==> config.mk <==
export PLATFORM = sky130hd
export DESIGN_NAME = prefetch_request_queue
export DESIGN_NICKNAME = d
export VERILOG_FILES = /design/src/rtl/prefetch_request_queue.sv
export SDC_FILE = /design/constraint.sdc
export NUM_CORES = 2
export LEC_CHECK = 0
export ABC_CLOCK_PERIOD_IN_PS = 8100
export CELL_PAD_IN_SITES_DETAIL_PLACEMENT = 1
export CELL_PAD_IN_SITES_GLOBAL_PLACEMENT = 2
export CORE_UTILIZATION = 37
export CTS_BUF_LIST = sky130_fd_sc_hd__clkbuf_4 sky130_fd_sc_hd__clkbuf_8
export CTS_CLUSTER_SIZE = 28
export DETAILED_ROUTE_END_ITERATION = 8
export PLACE_DENSITY_LB_ADDON = 0.15
export SLEW_MARGIN = 20
export SYNTH_ARGS = -nofsm -noshare
export SYNTH_HDL_FRONTEND = slang
export SYNTH_SLANG_ARGS = --single-unit
==> constraint.sdc <==
create_clock -name clk -period 8.1 [get_ports clk]
set_input_delay 1.62 -clock clk [delete_from_list [all_inputs] [get_ports clk]]
set_output_delay 1.62 -clock clk [all_outputs]
set_load 0.05 [all_outputs]
==> src/rtl/prefetch_request_queue.sv <==
// prefetch_request_queue
// Front end of the lower-level cache for block prefetches. Requests arrive over
// a valid/ready handshake. Each one is block-aligned, de-duplicated against the
// live queue contents and against a concurrent demand miss, then buffered in a
// circular FIFO. Queued entries are cancelled by demand misses to the same
// block, and dead entries drain silently from the head. Live heads are issued
// to memory, subject to a cap on outstanding (issued but not yet filled)
// prefetches.

module prefetch_request_queue #(
  parameter int WIDTH           = 64,
  parameter int DEPTH           = 8,
  parameter int BLOCK_OFFSET    = 6,
  parameter int MAX_OUTSTANDING = 4
) (
  input  logic                     clk,
  input  logic                     rst,
  input  logic [WIDTH-1:0]         pf_addr_i,
  input  logic                     pf_valid_i,
  output logic                     pf_ready_o,
  input  logic                     demand_valid_i,
  input  logic [WIDTH-1:0]         demand_addr_i,
  output logic                     mem_req_valid_o,
  output logic [WIDTH-1:0]         mem_req_addr_o,
  input  logic                     mem_req_ready_i,
  input  logic                     mem_resp_valid_i,
  output logic [$clog2(DEPTH):0]   occupancy_o,
  output logic [15:0]              pf_accepted_cnt_o,
  output logic [15:0]              pf_dropped_cnt_o
);

  localparam int PTR_W = $clog2(DEPTH);
  localparam int CNT_W = PTR_W + 1;
  localparam int OUT_W = $clog2(MAX_OUTSTANDING + 1);

  // Clear the byte-offset bits so that every address names a whole cache block.
  function automatic logic [WIDTH-1:0] blk(input logic [WIDTH-1:0] a);
    blk = {a[WIDTH-1:BLOCK_OFFSET], {BLOCK_OFFSET{1'b0}}};
  endfunction

  // Saturating increment for the 16-bit statistics counters.
  function automatic logic [15:0] sat_inc(input logic [15:0] v);
    if (v == 16'hFFFF) begin
      sat_inc = v;
    end else begin
      sat_inc = v + 16'd1;
    end
  endfunction

  // Queue storage and bookkeeping
  logic [WIDTH-1:0] addr_r [DEPTH];
  logic [DEPTH-1:0] live_r;
  logic [PTR_W-1:0] head_r;
  logic [PTR_W-1:0] tail_r;
  logic [CNT_W-1:0] count_r;
  logic [OUT_W-1:0] out_r;
  logic [15:0]      acc_r;
  logic [15:0]      drop_r;

  // Per-cycle decisions
  logic [WIDTH-1:0] pf_blk_s;
  logic [WIDTH-1:0] dm_blk_s;
  logic [DEPTH-1:0] pf_match_s;
  logic [DEPTH-1:0] cancel_s;
  logic [DEPTH-1:0] live_next_s;
  logic             pf_hit_s;
  logic             handshake_s;
  logic             drop_s;
  logic             enq_s;
  logic             issue_s;
  logic             pop_s;
  logic             resp_s;
  logic             not_empty_s;
  logic             cap_ok_s;

  assign pf_blk_s    = blk(pf_addr_i);
  assign dm_blk_s    = blk(demand_addr_i);
  assign not_empty_s = (count_r != {CNT_W{1'b0}});
  assign cap_ok_s    = (out_r < OUT_W'(MAX_OUTSTANDING));

  // Ready comes only from registered occupancy so it never loops back from pf_valid_i.
  assign pf_ready_o = (count_r < CNT_W'(DEPTH)) && !rst;

  // The memory request is a pure function of registered state: it stays stable
  // until accepted because the head cannot be cancelled while offered and the
  // outstanding count can only fall while it is offered.
  assign mem_req_valid_o = not_empty_s && live_r[head_r] && cap_ok_s;

  // Present the head address only while the request is valid; zero otherwise.
  always_comb begin
    if (mem_req_valid_o) begin
      mem_req_addr_o = addr_r[head_r];
    end else begin
      mem_req_addr_o = {WIDTH{1'b0}};
    end
  end

  // Compare the incoming prefetch and the demand miss against every live entry.
  always_comb begin
    pf_match_s = {DEPTH{1'b0}};
    cancel_s   = {DEPTH{1'b0}};
    for (int i = 0; i < DEPTH; i++) begin
      pf_match_s[i] = live_r[i] && (addr_r[i] == pf_blk_s);
      // The head entry being offered to memory is protected from cancellation.
      cancel_s[i]   = demand_valid_i && live_r[i] && (addr_r[i] == dm_blk_s) &&
                      !((PTR_W'(i) == head_r) && mem_req_valid_o);
    end
  end

  assign pf_hit_s    = |pf_match_s;
  assign handshake_s = pf_valid_i && pf_ready_o;
  assign drop_s      = handshake_s &&
                       (pf_hit_s || (demand_valid_i && (pf_blk_s == dm_blk_s)));
  assign enq_s       = handshake_s && !drop_s;
  assign issue_s     = mem_req_valid_o && mem_req_ready_i;
  // A dead head leaves silently; a live head leaves only when issued.
  assign pop_s       = not_empty_s && (!live_r[head_r] || issue_s);
  // A fill with nothing outstanding belongs to a discarded request and is ignored.
  assign resp_s      = mem_resp_valid_i && (out_r != {OUT_W{1'b0}});

  // Next live flags: apply demand cancels, retire the popped head, mark a new tail.
  always_comb begin
    live_next_s = live_r & ~cancel_s;
    if (pop_s) begin
      live_next_s[head_r] = 1'b0;
    end else begin
      live_next_s[head_r] = live_next_s[head_r];
    end
    if (enq_s) begin
      live_next_s[tail_r] = 1'b1;
    end else begin
      live_next_s[tail_r] = live_next_s[tail_r];
    end
  end

  // Entry storage: live flags every cycle, the address only when enqueuing.
  always_ff @(posedge clk) begin
    if (rst) begin
      live_r <= {DEPTH{1'b0}};
      for (int i = 0; i < DEPTH; i++) begin
        addr_r[i] <= {WIDTH{1'b0}};
      end
    end else begin
      live_r <= live_next_s;
      if (enq_s) begin
        addr_r[tail_r] <= pf_blk_s;
      end
    end
  end

  // Head/tail pointers wrap naturally because DEPTH is a power of two.
  always_ff @(posedge clk) begin
    if (rst) begin
      head_r <= {PTR_W{1'b0}};
      tail_r <= {PTR_W{1'b0}};
    end else begin
      if (pop_s) begin
        head_r <= head_r + PTR_W'(1);
      end
      if (enq_s) begin
        tail_r <= tail_r + PTR_W'(1);
      end
    end
  end

  // Entry count, including cancelled entries still waiting to drain.
  always_ff @(posedge clk) begin
    if (rst) begin
      count_r <= {CNT_W{1'b0}};
    end else begin
      case ({enq_s, pop_s})
        2'b10:   count_r <= count_r + CNT_W'(1);
        2'b01:   count_r <= count_r - CNT_W'(1);
        default: count_r <= count_r;
      endcase
    end
  end

  // Outstanding fill tracking; a simultaneous issue and fill cancel out.
  always_ff @(posedge clk) begin
    if (rst) begin
      out_r <= {OUT_W{1'b0}};
    end else begin
      case ({issue_s, resp_s})
        2'b10:   out_r <= out_r + OUT_W'(1);
        2'b01:   out_r <= out_r - OUT_W'(1);
        default: out_r <= out_r;
      endcase
    end
  end

  // Saturating statistics for accepted and dropped prefetches.
  always_ff @(posedge clk) begin
    if (rst) begin
      acc_r  <= 16'h0000;
      drop_r <= 16'h0000;
    end else begin
      if (enq_s) begin
        acc_r <= sat_inc(acc_r);
      end
      if (drop_s) begin
        drop_r <= sat_inc(drop_r);
      end
    end
  end

  assign occupancy_o       = count_r;
  assign pf_accepted_cnt_o = acc_r;
  assign pf_dropped_cnt_o  = drop_r;

endmodule

* After elaboration in Yosys (flattened, before gate mapping)
Memories as Yosys holds them, arrays and structs flattened. A register that Yosys moved wholly into a read port is not among the register bits.
Cells that the tools add are included.
** Operators by class
- Eq/ne operators :: 30
- Add/sub/neg operators :: 8
- Reductions and logical operators :: 74
- Order comparisons :: 6
- Bitwise operators :: 7
- Mux-type cells :: 27
** Operator list (number)
- == test 64 bit :: 16
- 2-to-1 mux 64 bit :: 1
- == test 58 bit :: 1
- 2-to-1 mux 58 bit :: 1
- OR reduction 58 bit :: 1
- logical AND 1 bit :: 52
- adder 16 x 1 -> 16 bit, second input constant :: 2
- == test 16 bit, second input constant :: 2
- AND 8 bit :: 2
- bitwise mux 8 bit :: 2
- 2-to-1 mux 8 bit :: 2
- NOT 8 bit :: 2
- == test 3 bit, first input constant :: 4
- logical NOT 1 bit :: 11
- 2-to-1 mux 1 bit :: 11
- adder 3 x 1 -> 3 bit, second input constant :: 3
- binary-select mux 1 bit (select 3 bit) :: 3
- 2-to-1 mux 3 bit :: 3
- < comparator 3 x 4 -> 1 bit, second input constant :: 2
- bitwise OR 8 bit :: 1
- one-hot mux 4 bit (2 select lines) :: 1
- OR reduction 8 bit :: 1
- demux 1 bit (select 3 bit) :: 2
- == test 2 x 3 -> 1 bit, first input constant :: 2
- 17 further kinds :: 24
** Word-level totals
- Logic and storage cells :: 160
- Bits in writable memories :: 464
- Flip-flop bits (word level) :: 53
- Input bits :: 134
- Memories :: 1
- Output and inout bits :: 102
** Memories
- addr_r :: depth 8, bits a word 58, rd ports 9, clocked after Yosys merged registers in 1, write ports 8, RTL line 51 : logic [WIDTH-1:0] addr_r [DEPTH];

* Logic depth before layout (Yosys ltp)
- Depth after elaboration :: 17
- Depth in mapped cells :: 19
- Gate-level depth less buffers :: 14

* Least setup slack after synthesis
Ideal clock, no wire load.
- Path type :: input -> register
- Start point :: input pf_addr_i[53]
- End point :: memory addr_r[5][0] (netlist bit) (enable)
- Required time :: 7.546 ns
- Slack :: -0.186 ns
- Library setup time :: 0.554 ns
- Cell stages on the path :: 12
- Data arrival time :: 7.732 ns
- Path buffers :: 5
- Cells stage by stage :: buf_2 > clkbuf_1 > xor2_1 > nor4_1 > nand4_1 > o22ai_1 > a311oi_1 > nand4_1 > buf_2 > buf_2 > buf_1 > o21ai_0
** RTL lines
- start, declared :: RTL line 18 : input logic [WIDTH-1:0] pf_addr_i,
- end, declared :: RTL line 51

==> metrics.md <==
| Metric | Value |
|---|---|
| DRC viols | `54` |
| Total GRT Usage | `50.64%` |
| Seq cells post-synth | `520` |
| Gp weighted congestion | `1.158` |
| Syn-to-layout area delta | `17.28%` |
| Number of DRC markers in iteration 0 | `around 5,700` |
| Most numerous cell in the Yosys netlist | `edfxtp_1` |
| Layout cells sized above 1 | `14.79%` |
| CORE AREA | `96,850 µm²` |
| Top cell type by total area after synthesis | `edfxtp_1` |
| Reg2Reg Depth | `11` |
| Register area share after synthesis | `41.60%` |
| Setup WS pre-CTS | `slightly below 1000 ps` |
| Crit path largest cell delay | `1030 ps` |
| First-pass GRT wire length | `326.1 mm` |
| Distinct cells, synth | `73` |
| Worst skew pair latency | `820 ps` |
| Final Setup Violations | `0` |
| Worst reg2reg endpoint | `addr_r[0][5]$_SDFFCE_PN0P_` |
| Flop2flop setup slack | `2650 ps` |
| TritonCTS clock tree | `yes` |
| CP Class | `in -> reg` |
| Top delay family on crit path | `simple AND/OR/NAND/NOR gates` |
| Setup Buffers After CTS | `0` |
| EDFF count, synth | `464` |
| Hold_buf cts | `0` |
| Root buf cell | `clkbuf_8` |
| Yosys warnings | `0` |
| Combinational Power Share | `35.0%` |
| Die height | `314.7 µm` |
| CTS max path bufs | `3` |
| Outcome | `finished, violations left` |
| Max_slew headroom | `a little over an eighth` |
| Cell area after layout | `42,440 µm²` |
| Via density | `6.841` |
| Yosys top cell area share | `38.50%` |
| Clock skew | `45.26 ps` |
| Cells after Synth | `3,368` |
| Vias in the first global route | `32,770` |
| Most instantiated cells after synthesis | `edfxtp_1 (464), and2_1 (413), xnor2_1 (413), xor2_1 (385), nor4_1 (161)` |
| Worst min path class | `reg -> reg` |
| Max-cap violations | `0` |
| Post-CTS Resized | `0` |
| Sequential share of power | `35.5%` |
| DR pass1 iterations | `8` |
| Crit end category | `register` |
| Detailed Route WL | `253.9 mm` |
| Failing checks | `design-rule violations` |
| Worst Path Buf+Inv | `3` |
| Number of placed cells counting well taps | `4,753` |
| Post-Layout Cell Count | `roughly 5,000` |
| Maximum vdd ir drop | `0.1551 mV` |
| Actual slew at the worst max-slew pin | `1292 ps` |
| Net switching power | `4.124 mW` |
| Achievable Freq | `0.1478 GHz` |
| Hold path depth | `2` |
| Via Count | `between 30,000 and 40,000` |
| Clock sinks | `520` |
| Rows | `between 100 and 150` |
| Top cells by area, synth | `edfxtp_1 (39%), xnor2_1 (10%), xor2_1 (9.3%)` |
| Largest net degree at the start of global routing | `66` |
| Post-layout min period | `6766 ps` |
| CTS H-Tree Depth | `3` |
| Post-route ant nets | `0` |
| Worst EP required | `just under 9000 ps` |
| Detail Placement HPWL | `191.1 mm` |
| Power Internal | `5.714 mW` |
| Setup WS post-layout | `1334 ps` |
| Cts bufs inserted | `between 100 and 150` |
| Initial Util | `37.37%` |
| Clk pwr share | `29.5%` |
| Routed len/inst | `between 50 and 60 µm` |
| Final hold viol count | `0` |
| CP most frequent cell | `nand4_1` |
| Fin nets | `3,731` |
| Synthesized area per cell | `10.75 µm²` |
| Slowest stage cell on the critical path | `xnor2_1` |
| Critical Path, Cell by Cell | `clkdlybuf4s50_1 -> xnor2_1 -> nand4_1 -> nor4_1 -> nand4_1 -> o22ai_1 -> a311oi_1 -> nand4_1 -> buf_4 -> nor4_2 -> buf_4 -> and2_1` |
| RR Startpoint | `addr_r[3][19]$_SDFFCE_PN0P_` |
| Synth Cell Area | `36,190 µm²` |
| CP Data Arrival Time | `7310 ps` |
| Ports | `236` |
| Port-buffer cells | `~220` |
| PwrDens | `231.8 nW/µm²` |
| Hold Startpoint | `out_r[1]$_SDFFE_PP0P_` |
| Post-place instance area | `40,250 µm²` |
| CP max FO | `58` |
| Startpoint Class | `input port` |
| Sw Share | `a little over two fifths` |
| Crit share post-route | `83.53%` |
| Max-slew violations | `0` |
| RSZ-0062 raised after global routing | `false` |
| Clock transition at path regs | `60 ps` |
| Setup TNS | `0 ps` |
| Die ar. | `around 100,000 µm²` |
| FFs w/ async S/R, synth | `0%` |
| Initial antenna violation count | `29` |
| Post-synth top flop | `edfxtp_1` |
| WHS Endpoint | `out_r[1]$_SDFFE_PP0P_` |
| Die W | `314.7 µm` |
| GRT Residual Overflow | `0` |
| Pleak | `14.92 nW` |
## per-stage QoR
stage | hold slack, ps | utilization, % | power, mW
finish | 519.1 | 43.82 | 9.838
global route | 546.1 | 43.77 | 9.863
CTS | 525.3 | 43.70 | 9.578
detailed placement | 513.2 | 41.56 | 6.739
global placement | 484.3 | 41.56 | 6.707
floorplan | 471.6 | - | 5.072
## area by class of cell
type / instances / area, µm²
Clock buffer: 137 / 1685
Clock inverter: 48 / 387.9
Inverter: 122 / 457.9
Fill cell: 10420 / 54410
Timing Repair Buffer: 401 / 3631
Sequential cell: 520 / 15070
Tap cell: 1276 / 1597
Antenna cell: 22 / 55.05
Multi-Input combinational cell: 2436 / 19560
## flip-flops by register name (all words and copies together), names as in the netlist, named ones only
| name | cells |
|---|---|
| pf_dropped_cnt_o | 16 |
| tail_r | 3 |
| out_r | 3 |
| occupancy_o | 4 |
| pf_accepted_cnt_o | 16 |
| live_r | 8 |
| addr_r | 464 |
| head_r | 3 |
## routing by layer
metal | share of wire [%] | global-route usage, % | vias to the layer above
met5 | 0.059 | 0.4352 | -
met4 | 11 | 44.72 | 20
met3 | 13 | 20.44 | 968
met2 | 41 | 72.84 | 3148
met1 | 34 | 57.89 | 17370
li1 | - | - | 12440
## power by group through the flow
stage	Combinational, mW	Sequential [mW]	Clock (mW)
4_1_cts	3.22	3.48	2.88
6_report	3.44	3.50	2.90
3_3_place_gp	3.18	3.52	0
5_1_grt	3.40	3.49	2.97
2_1_floorplan	1.80	3.27	0
3_5_place_dp	3.21	3.53	0
## worst min-delay path: stages, from the launching register on
cell     delay [ps]
dfxtp_1         340
a21oi_1          70
nor2_1           70
## worst max path at each step
stage | startpoint | to | slack (ps) | cells past startpoint
after floorplan | pf_addr_i[53] | addr_r[5][0]$_SDFFCE_PN0P_ | 1390 | 12
after global placement | pf_addr_i[42] | addr_r[3][12]$_SDFFCE_PN0P_ | 1080 | 14
after detailed placement | pf_addr_i[34] | addr_r[0][33]$_SDFFCE_PN0P_ | 970 | 14
after CTS | pf_addr_i[34] | addr_r[3][17]$_SDFFCE_PN0P_ | 1860 | 14
after global routing | pf_addr_i[34] | addr_r[3][17]$_SDFFCE_PN0P_ | 1620 | 14
final | pf_addr_i[25] | addr_r[0][5]$_SDFFCE_PN0P_ | 1330 | 12
## cells in the final DEF (no fill, tap or decap), types with 113 or more instances in the layout
master	instances
xor2_1	385
inv_1	113
and2_1	413
clkdlybuf4s50_1	195
xnor2_1	412
edfxtp_1	464
nor2_1	144
nor4_1	151
mux4_2	117
nand4_1	124
buf_4	167
nand2b_1	118
## logic make-up after synthesis
group	count (synthesis)	share of synthesized area (%)
AND/OR/NAND/NOR	1192	19.19
XOR/XNOR	798	19.31
flip-flops	520	41.60
buffers and inverters	417	4.868
AO/OA/AOI/OAI	237	5.196
multiplexers	188	9.266
adder cells (fa/ha/maj)	15	0.5601
other	1	0.01036
No activity file was read; power rests on OpenSTA's default activity.
